===== config.mk =====
export PLATFORM = sky130hd
export DESIGN_NAME = updown_sweep_ctrl
export DESIGN_NICKNAME = d
export VERILOG_FILES = /design/src/rtl/updown_sweep_ctrl.sv
export SDC_FILE = /design/constraint.sdc
export NUM_CORES = 1
export LEC_CHECK = 0
export BUFFER_PORTS_ARGS = -buffer_cell sky130_fd_sc_hd__buf_2
export CAP_MARGIN = 10
export CORE_UTILIZATION = 40
export CTS_CLUSTER_DIAMETER = 200
export DETAILED_ROUTE_END_ITERATION = 16
export SLEW_MARGIN = 30
export SYNTH_ARGS = -nofsm -noshare
export SYNTH_HDL_FRONTEND = slang
export SYNTH_SLANG_ARGS = --single-unit

===== constraint.sdc =====
create_clock -name clk -period 5.7 [get_ports clk]
set_input_delay 1.14 -clock clk [delete_from_list [all_inputs] [get_ports clk]]
set_output_delay 1.14 -clock clk [all_outputs]
set_load 0.05 [all_outputs]

===== src/rtl/updown_sweep_ctrl.sv =====
// updown_sweep_ctrl
// Sequencer for the up/down counter datapath. A sweep command (peak, reps)
// is taken over a valid/ready handshake. The block then drives the counter's
// enable/direction so the counter traces 0 -> peak -> 0, (reps+1) times.
// It also keeps a mirror of the value the counter should hold.
//
// Ports:
//   clk        rising-edge clock
//   reset      asynchronous, active-low reset
//   cmd_valid  command present
//   cmd_ready  controller can accept a command (high only in IDLE)
//   cmd_peak   sweep peak value, sampled on accept
//   cmd_reps   number of triangles minus 1, sampled on accept
//   abort      terminate the running sweep (honoured in UP/DOWN only)
//   cnt_en     to counter enable (counter clears while low)
//   cnt_down   to counter direction (1 = decrement)
//   count_q    mirror of the expected counter value
//   busy       high while in UP or DOWN
//   done       one-cycle pulse at sweep end
//   aborted    qualifies done: sweep ended by abort
//   state_dbg  current FSM state (IDLE=0, UP=1, DOWN=2, DONE=3)
//
// Handshake: a command transfers on a rising edge where cmd_valid and
// cmd_ready are both high. cmd_ready does not depend on cmd_valid, so the
// source may hold cmd_valid with stable data until the transfer. Nothing is
// queued: cmd_valid outside IDLE has no effect.

module updown_sweep_ctrl #(
    parameter int WIDTH = 8
) (
    input  logic             clk,
    input  logic             reset,
    input  logic             cmd_valid,
    output logic             cmd_ready,
    input  logic [WIDTH-1:0] cmd_peak,
    input  logic [3:0]       cmd_reps,
    input  logic             abort,
    output logic             cnt_en,
    output logic             cnt_down,
    output logic [WIDTH-1:0] count_q,
    output logic             busy,
    output logic             done,
    output logic             aborted,
    output logic [1:0]       state_dbg
);

    typedef enum logic [1:0] {
        S_IDLE = 2'd0,
        S_UP   = 2'd1,
        S_DOWN = 2'd2,
        S_DONE = 2'd3
    } state_t;

    state_t           state, state_n;
    logic [WIDTH-1:0] peak_q, peak_n;
    logic [3:0]       reps_q, reps_n;
    logic [WIDTH-1:0] count_n;
    logic [WIDTH-1:0] count_inc, count_dec;
    logic             aborted_n;

    assign count_inc = count_q + WIDTH'(1);
    assign count_dec = count_q - WIDTH'(1);
    assign state_dbg = state;

    always_comb begin
        state_n   = state;
        peak_n    = peak_q;
        reps_n    = reps_q;
        count_n   = count_q;
        aborted_n = 1'b0;
        case (state)
            S_IDLE: begin
                count_n = '0;
                if (cmd_valid) begin
                    peak_n = cmd_peak;
                    reps_n = cmd_reps;
                    // A zero peak never enables the counter.
                    state_n = (cmd_peak == '0) ? S_DONE : S_UP;
                end
            end
            S_UP: begin
                if (abort) begin
                    state_n   = S_DONE;
                    aborted_n = 1'b1;
                    count_n   = '0;
                end else begin
                    count_n = count_inc;
                    // Exact compare: the peak value is shown in the first
                    // DOWN cycle, so it is held for one cycle only.
                    if (count_inc == peak_q)
                        state_n = S_DOWN;
                end
            end
            S_DOWN: begin
                if (abort) begin
                    state_n   = S_DONE;
                    aborted_n = 1'b1;
                    count_n   = '0;
                end else begin
                    count_n = count_dec;
                    if (count_dec == '0) begin
                        if (reps_q != 4'd0) begin
                            reps_n  = reps_q - 4'd1;
                            state_n = S_UP;
                        end else begin
                            state_n = S_DONE;
                        end
                    end
                end
            end
            S_DONE: begin
                count_n = '0;
                state_n = S_IDLE;
            end
            default: begin
                count_n = '0;
                state_n = S_IDLE;
            end
        endcase
    end

    // Outputs are registered from the next state so they line up with it.
    always_ff @(posedge clk or negedge reset) begin
        if (!reset) begin
            state     <= S_IDLE;
            peak_q    <= '0;
            reps_q    <= '0;
            count_q   <= '0;
            cmd_ready <= 1'b1;
            cnt_en    <= 1'b0;
            cnt_down  <= 1'b0;
            busy      <= 1'b0;
            done      <= 1'b0;
            aborted   <= 1'b0;
        end else begin
            state     <= state_n;
            peak_q    <= peak_n;
            reps_q    <= reps_n;
            count_q   <= count_n;
            cmd_ready <= (state_n == S_IDLE);
            cnt_en    <= (state_n == S_UP) || (state_n == S_DOWN);
            cnt_down  <= (state_n == S_DOWN);
            busy      <= (state_n == S_UP) || (state_n == S_DOWN);
            done      <= (state_n == S_DONE);
            aborted   <= aborted_n;
        end
    end

endmodule


==> impl_metrics.tcl, run 1 <==
set metrics [dict create \
    via_count 1518 \
    drt-pass1-iter-count 4 \
    grt_remaining_overflow 0 \
    grt_setup_unrepaired "false" \
    n_fill_cell 436 \
    crit_path_end_kind "register" \
    io_pins 32 \
    cts-root-buf "clkbuf_8" \
    yosys_register_bits 27 \
    setup_tns_ns 0 \
    die_height_microns 69.97 \
    vias_per_cell 5.685 \
    period_needed_ns 2.692 \
    r2r_slack_ns 3.01 \
    die_w_microns 69.97 \
    clock_latency_ns 0.27 \
    clock_skew_ns 0.005071 \
    maxCapViolCount 0 \
    drt_iter0_drc 97 \
    synth_area_sq_um 1848 \
    cts_tree "done" \
    power-per-cell-area_nw_per_um2 591.8 \
    grt_antenna_before_repair 0 \
    cts_max_path_buffers 2 \
    syn_avg_cell_area_sq_um 9.625 \
    vdd_drop_max_uv 270.0 \
    wl_per_cell_microns 15.12 \
    synth-edff-count 0 \
    crit_required_ns 5.87 \
    p_comb_share_pct 59.5 \
    final_layout_size_suffix_gt1_share_pct 24.19 \
    syn-num-nets 218 \
    globalplace.congestion 0.8875 \
    ys_types 54 \
    synth_top_cell_by_area "dfrtp_1" \
    maxSlewViolCount 0 \
    p_seq_share_pct 31.2 \
    diodes 0 \
    hpwl_mm 2.951 \
    final_cell_mix "buf_2 (31), dfrtp_1 (26), nor2_1 (14)" \
    multi_input_area_sq_um 1076 \
    final_nets 242 \
    grt_max_degree 28 \
    area_delta_synth_final_pct 11.10 \
    cts-buffers-inserted 3 \
    power_frac_clock_pct 9.3 \
    p_switching_w 0.0006084 \
    critPathKind "register to register" \
    startpoint "count_q[0]" \
    worstMarginPinSlew_ns 0.5974 \
    critPathMaxFanout 12 \
    die_area_sq_um 4896 \
    critPathCapture "busy" \
    r2r_end "busy" \
    swShare_pct 50.07 \
    htree_levels 1 \
    drc 0 \
    cp-start-kind "register" \
    outcome "completed" \
    p_int_w 0.0006066 \
    ys_seq_area_share_pct 36.63 \
    rows 24 \
    finalHoldViolations 0 \
    final_common_cell "buf_2" \
    finalWorstSetupSlack_ns 3.008 \
    ant_nets 0 \
    totalWireLength_mm 4.036 \
    pre_cts_ws_ns 3.026 \
    fmax_mhz 371.5 \
    setup_viol 0 \
    post_cts_buffers 0 \
    maxSlewHeadroom_pct 60.18 \
    reg2reg_depth 7 \
    post-route-period-util_pct 47.23 \
    synth_area_leaders "dfrtp_1 (35%), ha_1 (6.8%), mux2_2 (4.9%)" \
    seq_area_sq_um 676.9 \
    synthArstFlopShare_pct 100.0 \
    synth_ff_type "dfrtp_1" \
    coreArea_sq_um 4384 \
    r2r_start "count_q[0]" \
    clk_pin_slew_ns 0.10 \
    p_leak_nw 0.9272 \
    min_path_type "register to register" \
    synthCells 192 \
    grt_first_pass_wirelength_mm 7.086 \
    grt_pass1_vias 1418 \
    arrival_ns 2.86 \
    start_util_pct 42.15 \
    post_cts_resized 0 \
    synth_top_area_share_pct 35.21 \
    grtUsageTotal_pct 18.09 \
    cts.sinks 27 \
    yosys_warnings 0 \
    io_buffers 31 \
    cts_hold_buf 0 \
]
==> layer usage <==
metal,global-route usage [%],wire length [microns]
met2,26.92,1822
met5,0,0
met3,1.732,108
met4,5.333,47
met1,27.66,2057
==> how the worst min path moves through the flow <==
stage | start | endpoint | slack, ns | depth (start not counted)
after floorplan | peak_q[0] | peak_q[0] | 0.50 | 1
after CTS | peak_q[3] | peak_q[3] | 0.55 | 1
final | peak_q[3] | peak_q[3] | 0.54 | 1
after global routing | peak_q[3] | peak_q[3] | 0.57 | 1
after detailed placement | peak_q[3] | peak_q[3] | 0.52 | 1
after global placement | peak_q[3] | peak_q[3] | 0.51 | 1
==> power groups by stage <==
stage | Clock (W) | Combinational, W | Sequential, W
after CTS | 0.000117 | 0.000729 | 0.000380
final | 0.000113 | 0.000724 | 0.000379
after floorplan | 0 | 0.000492 | 0.000473
after global routing | 0.000124 | 0.000802 | 0.000395
after global placement | 0 | 0.000723 | 0.000382
after detailed placement | 0 | 0.000725 | 0.000382
==> metrics by stage <==
stage               total power, W  util, %  cells  hold slack (ns)  cell area [sq um]
floorplan                0.0009647        -    192           0.4995               1848
global placement          0.001105    45.78    263           0.5128               2007
detailed placement        0.001107    45.78    263           0.5237               2007
CTS                       0.001226    46.83    267           0.5470               2053
global route              0.001322    46.83    267           0.5670               2053
finish                    0.001215    46.83    267           0.5417               2053
==> critical path, stage by stage, from the launching register on <==
cell	delay (ns)
dfrtp_1	0.60
ha_1	0.32
nand3_1	0.14
or3_1	0.40
a22oi_1	0.24
or4b_1	0.49
o211a_1	0.13
ha_1	0.26
==> final cells by class <==
type	count	area share, %
clock inverters	1	0.2438
inverters	9	1.645
well taps	52	3.169
multi-input cells	144	52.41
clock buffers	3	2.011
flip-flops and latches	27	32.97
repair buffers	31	7.556
==> cell families (layout without fill, tap and decap cells) <==
logic type,count (synthesis),in the layout,synth area share [%]
flip-flops,27,27,36.63
adder cells (fa/ha/maj),10,10,6.770
AO/OA/AOI/OAI,46,46,18.62
XOR/XNOR,16,16,7.583
multiplexers,8,8,4.875
AND/OR/NAND/NOR,64,64,20.38
buffers and inverters,21,44,5.146
==> synthesized netlist by cell type, types with 4 or more instances <==
| library cell | count |
|---|---|
| dfrtp_1 | 26 |
| clkbuf_1 | 6 |
| inv_1 | 9 |
| nand3_1 | 5 |
| ha_1 | 10 |
| o22ai_1 | 4 |
| a21oi_1 | 10 |
| nor4_1 | 5 |
| mux2_2 | 8 |
| buf_2 | 4 |
| nand2_1 | 4 |
| xnor2_1 | 7 |
| xor2_1 | 9 |
| nor2_1 | 14 |
| nand2b_1 | 6 |
| and3_1 | 6 |
| nor3_1 | 4 |
| o21ai_0 | 5 |
==> sequential cells by signal, summed over array words and instances (netlist names) <==
name	count
aborted	1
busy	1
cmd_ready	1
cnt_down	1
count_q	8
done	1
peak_q	8
reps_q	4
state_dbg	2
Power figures use the tool's default switching activity.
==> run 2: changes to the inputs <==
Clock period 5.7 ns to 2.4 ns, I/O delays scaled along.
==> run 2 against run 1 <==
Clock skew is 0.00090 ns higher. Via count grew 4.7%. Fmax is 14% higher. Register-to-register slack worse by 3.0 ns. Worst setup slack got worse by 3.0 ns. Routed wire length rose by 7.8%. Combinational power increased to 2.8 times the previous value. Worst hold slack got worse by 0.33 ns. Total power rose to 2.6 times the previous value. Non-clock buffer count rose by 18. Final area up 10%. Critical path type unchanged. Largest cell class unchanged. Highest routed layer unchanged.
==> impl_metrics.tcl, run 2 (synthesis results as in run 1) <==
set metrics [dict create \
    clock_skew_ns 0.005969 \
    clk_pin_slew_ns 0.10 \
    cts.sinks 27 \
    clock_latency_ns 0.27 \
    final_cells 285 \
    p_comb_share_pct 63.8 \
    r2r_start "count_q[1]" \
    critPathCapture "busy" \
    critPathMaxFanout 5 \
    grt_remaining_overflow 0 \
    p_int_w 0.001601 \
    finalHoldViolations 0 \
    final_nets 260 \
    p_switching_w 0.001555 \
    power_frac_clock_pct 8.2 \
    slowest_delay_ns 0.46 \
    globalplace.congestion 0.8631 \
    coreArea_sq_um 4384 \
    setup_viol 0 \
    maxSlewHeadroom_pct 59.63 \
    p_seq_share_pct 28.0 \
    drc 0 \
    maxCapViolCount 0 \
    post-route-period-util_pct 98.67 \
    area_delta_synth_final_pct 22.41 \
    cts_hold_buf 0 \
    final_cell_mix "buf_2 (31), dfrtp_1 (20), buf_4 (18)" \
    cp-start-kind "register" \
    drt-pass1-iter-count 4 \
    grt_antenna_before_repair 0 \
    diodes 0 \
    rows 24 \
    final_common_cell "buf_2" \
    placed_area_sq_um 2131 \
    dp_cells 277 \
    r2r_slack_ns 0.03 \
    postLayoutCellArea_sq_um 2262 \
    grt_max_degree 28 \
    min_path_type "input pin to async pin" \
    die_height_microns 69.97 \
    die_w_microns 69.97 \
    cp_top_family "simple AND/OR/NAND/NOR gates" \
    p_leak_nw 1.010 \
    vias_per_cell 5.575 \
    worstMarginPinSlew_ns 0.6056 \
    period_needed_ns 2.368 \
    cp.depth 8 \
    crit_path_end_kind "register" \
    reg2reg_depth 8 \
    io_buffers 31 \
    totalWireLength_mm 4.349 \
    grt_pass1_vias 1444 \
    hpwl_mm 3.280 \
    r2r_end "busy" \
    crit_chain "inv_2 -> ha_4 -> or3b_4 -> nor4_4 -> o2111ai_4 -> a21o_1 -> o211a_1 -> ha_1" \
    drt_iter0_drc 83 \
    fmax_mhz 422.3 \
    swShare_pct 49.27 \
    start_util_pct 42.15 \
    ant_nets 0 \
    wl_per_cell_microns 15.26 \
    grt_setup_unrepaired "true" \
    grtUsageTotal_pct 18.04 \
    via_count 1589 \
    crit_required_ns 2.56 \
    grt_first_pass_wirelength_mm 7.155 \
    cts-buffers-inserted 3 \
    slowest_stage "dfrtp_2" \
    vdd_drop_max_uv 787.4 \
    cts_tree "done" \
    reg.largest.list "count_q (8), peak_q (8), reps_q (4)" \
    power-per-cell-area_nw_per_um2 1395 \
    critPathKind "register to register" \
    maxSlewViolCount 0 \
    final_layout_size_suffix_gt1_share_pct 35.19 \
    htree_levels 1 \
    outcome "completed" \
    startpoint "count_q[1]" \
    arrival_ns 2.53 \
    cts_max_path_buffers 2 \
    cts-root-buf "clkbuf_8" \
    die_area_sq_um 4896 \
    io_pins 32 \
    cp.buffers_inverters 1 \
]
## run 2: cell count changes in the layout (fill, tap and decap cells not counted), sizes merged
cell,delta
clkinv,-1
buf,+18
clkbuf,+1
## run 2: cell type report
cell class / instances / area [sq um]
multi-input combinational: 144 / 1144
tap: 52 / 65.06
clock buffer: 4 / 45.04
sequential: 27 / 684.4
timing repair buffer: 49 / 290.3
inverter: 9 / 33.78
fill: 431 / 2122
## run 2: how the worst min path moves through the flow
| stage | cells after the start | to | start | slack, ns |
|---|---|---|---|---|
| 2_1_floorplan | 0 | aborted | reset | 0.18 |
| 3_3_place_gp | 1 | peak_q[1] | peak_q[1] | 0.51 |
| 3_5_place_dp | 1 | count_q[2] | reset | 0.53 |
| 4_1_cts | 1 | count_q[2] | reset | 0.22 |
| 5_1_grt | 1 | count_q[5] | reset | 0.24 |
| 6_report | 1 | count_q[5] | reset | 0.21 |
## run 2: routing by layer
metal | track usage, % | wire length, microns | up-vias
met1 | 27.28 | 2166 | 764
li1 | - | - | 790
met3 | 1.732 | 142 | 2
met4 | 4.000 | 26 | 0
met5 | 0 | 0 | -
met2 | 27.78 | 2014 | 33
## run 2: repair_timing
action | CTS | global route
setup buffers | 1 | 3
pin swaps | 1 | 4
gates resized for setup | 0 | 11
setup endpoints to repair | 2 | 4
## run 2: through the flow
| stage | worst slack [ns] | util, % | hold slack [ns] | setup TNS, ns | power [W] |
|---|---|---|---|---|---|
| after global routing | -0.03841 | 51.60 | 0.2379 | -0.04957 | 0.003403 |
| after global placement | 0.06753 | 48.60 | 0.5140 | 0 | 0.002768 |
| after floorplan | -0.03176 | - | 0.1844 | -0.03176 | 0.002312 |
| final | 0.03196 | 51.60 | 0.2082 | 0 | 0.003155 |
| after detailed placement | 0.001914 | 48.60 | 0.5264 | 0 | 0.002764 |
| after CTS | 0.002600 | 49.80 | 0.2230 | 0 | 0.003040 |
## run 2: power groups by stage
| stage | logic [W] | clock network (W) | registers, W |
|---|---|---|---|
| 4_1_cts | 0.00189 | 0.000269 | 0.000878 |
| 5_1_grt | 0.00220 | 0.000287 | 0.000915 |
| 3_5_place_dp | 0.00188 | 0 | 0.000882 |
| 6_report | 0.00201 | 0.000258 | 0.000883 |
| 2_1_floorplan | 0.00118 | 0 | 0.00113 |
| 3_3_place_gp | 0.00189 | 0 | 0.000882 |
==> run 3: changes to the inputs <==
==> constraint.sdc (replaced) <==
create_clock -name clk -period 2.4 [get_ports clk]
set_input_delay 0.24 -clock clk [delete_from_list [all_inputs] [get_ports clk]]
set_output_delay 0.24 -clock clk [all_outputs]
set_load 0.05 [all_outputs]
==> run 3 against run 2 <==
Register-to-register slack about the same. Non-clock buffer count increased by 1. Final area increased by 0.44%. Sequential power about the same. Routed wire length decreased by 0.23%. Clock-buffer cell count unchanged. Via count increased by 0.25%. Sequential cell count unchanged. Sequential share of layout area decreased by 0.13 points. Fmax decreased by 0.15%. Worst setup slack got worse by 0.0035 ns. Combinational power about the same. Critical endpoint unchanged.
==> impl_metrics.tcl, run 3 (synthesis results as in run 1) <==
set metrics [dict create \
    final_cell_mix "buf_2 (31), dfrtp_1 (20), buf_4 (18)" \
    finalHoldViolations 0 \
    maxCapViolCount 0 \
    critPathMaxFanout 5 \
    grt_setup_unrepaired "true" \
    hp-start "cmd_peak[2]" \
    outcome "completed" \
    whs_ns 0.2185 \
    period_needed_ns 2.372 \
    drc 0 \
    vias_per_cell 5.570 \
    power-per-cell-area_nw_per_um2 1388 \
    grt_remaining_overflow 0 \
    postLayoutCellArea_sq_um 2272 \
    p_leak_nw 1.014 \
    startpoint "count_q[1]" \
    post-route-period-util_pct 98.82 \
    globalplace.congestion 0.8631 \
    wl_per_cell_microns 15.17 \
    critPathKind "register to register" \
    clock_latency_ns 0.27 \
    fmax_mhz 421.7 \
    final_layout_size_suffix_gt1_share_pct 35.04 \
    placed_area_sq_um 2131 \
    htree_levels 1 \
    seq_area_sq_um 684.4 \
    start_util_pct 42.15 \
    maxSlewHeadroom_pct 59.53 \
    arrival_ns 2.53 \
    cp-start-kind "register" \
    clk_pin_slew_ns 0.10 \
    final_common_cell "buf_2" \
    slowest_stage "dfrtp_2" \
    grtUsageTotal_pct 18.04 \
    diodes 0 \
    totalWireLength_mm 4.339 \
    cts_max_path_buffers 2 \
    ant_nets 0 \
    io_buffers 31 \
    die_height_microns 69.97 \
    grt_max_degree 28 \
    cts.sinks 27 \
    crit_chain "inv_2 -> ha_4 -> or3b_4 -> nor4_4 -> o2111ai_4 -> a21o_1 -> o211a_1 -> ha_1" \
    grt_pass1_vias 1444 \
    cp_top_family "simple AND/OR/NAND/NOR gates" \
    crit_path_end_kind "register" \
    die_w_microns 69.97 \
    hpwl_mm 3.280 \
    cts-buffers-inserted 3 \
    rows 24 \
    n_fill_cell 430 \
    cts_tree "done" \
    maxSlewViolCount 0 \
    via_count 1593 \
    grt_first_pass_wirelength_mm 7.155 \
    min_path_type "input pin to register" \
    reg.largest.list "count_q (8), peak_q (8), reps_q (4)" \
    die_area_sq_um 4896 \
    final_nets 261 \
    worstMarginPinSlew_ns 0.6070 \
    drt_iter0_drc 62 \
    vdd_drop_max_uv 787.6 \
    cts-root-buf "clkbuf_8" \
    slowest_delay_ns 0.46 \
    r2r_start "count_q[1]" \
    io_pins 32 \
    coreArea_sq_um 4384 \
    cp.buffers_inverters 1 \
    setup_viol 0 \
    clock_skew_ns 0.006597 \
    crit_required_ns 2.56 \
    drt-pass1-iter-count 4 \
    grt_antenna_before_repair 0 \
    area_delta_synth_final_pct 22.95 \
    multi_input_area_sq_um 1144 \
]
==> run 3: final timing paths <==
check	to	slack (ns)	depth (start not counted)
max in group asynchronous	count_q[1]	1.46	2
worst max register to register	busy	0.03	8
worst max-delay path	busy	0.03	8
worst min-delay path	peak_q[2]	0.22	2
min in group asynchronous	count_q[5]	0.50	2
worst min register to register	peak_q[0]	0.54	1
==> run 3: cell type report <==
class                      instances  area share [%]
multi-input combinational        144           50.33
sequential                        27           30.12
timing repair buffer              50           13.22
tap                               52           2.863
clock buffer                       4           1.982
inverter                           9           1.487
==> run 3: layer usage <==
| layer | up-vias | GRT usage (%) | wire, microns |
|---|---|---|---|
| met5 | - | 0 | 0 |
| met2 | 28 | 27.78 | 2011 |
| met3 | 2 | 1.732 | 126 |
| met1 | 770 | 27.28 | 2175 |
| met4 | 0 | 4.000 | 26 |
| li1 | 793 | - | - |
==> run 3: worst register-to-register path: cells and delay by family (launching register included) <==
| kind | cells | cell delay, ns |
|---|---|---|
| buffers and inverters | 1 | 0.10 |
| adders and majority gates | 2 | 0.39 |
| AOI/OAI and AO/OA | 3 | 0.65 |
| DFF | 1 | 0.46 |
| and+or+nand+nor | 2 | 0.68 |
==> run 3: where the power goes <==
part | switching [W] | internal (W) | leakage, nW | total [W]
Combinational | 0.00119 | 0.000819 | 0.670 | 0.00201
Clock | 0.000139 | 0.000119 | 0.0228 | 0.000258
Sequential | 0.000218 | 0.000664 | 0.321 | 0.000882
==> run 3: through the flow <==
step                      setup TNS [ns]  worst slack [ns]  std cells  total power, W  util [%]
after global routing            -0.04957          -0.03841        286        0.003404     51.83
after detailed placement               0          0.001914        277        0.002764     48.60
after CTS                              0          0.002600        283        0.003041     50.03
final                                  0           0.02843        286        0.003153     51.83
after floorplan                 -0.03176          -0.03176        192        0.002312         -
after global placement                 0           0.06753        277        0.002768     48.60
==> run 3: what timing repair did <==
action | CTS | global route
gates cloned | 0 | 0
buffers inserted | 1 | 3
endpoints found under the hold margin | 26 | 0
pin swaps | 1 | 4
hold buffers | 1 | 0
setup endpoints to repair | 2 | 4
gates resized for setup | 0 | 11
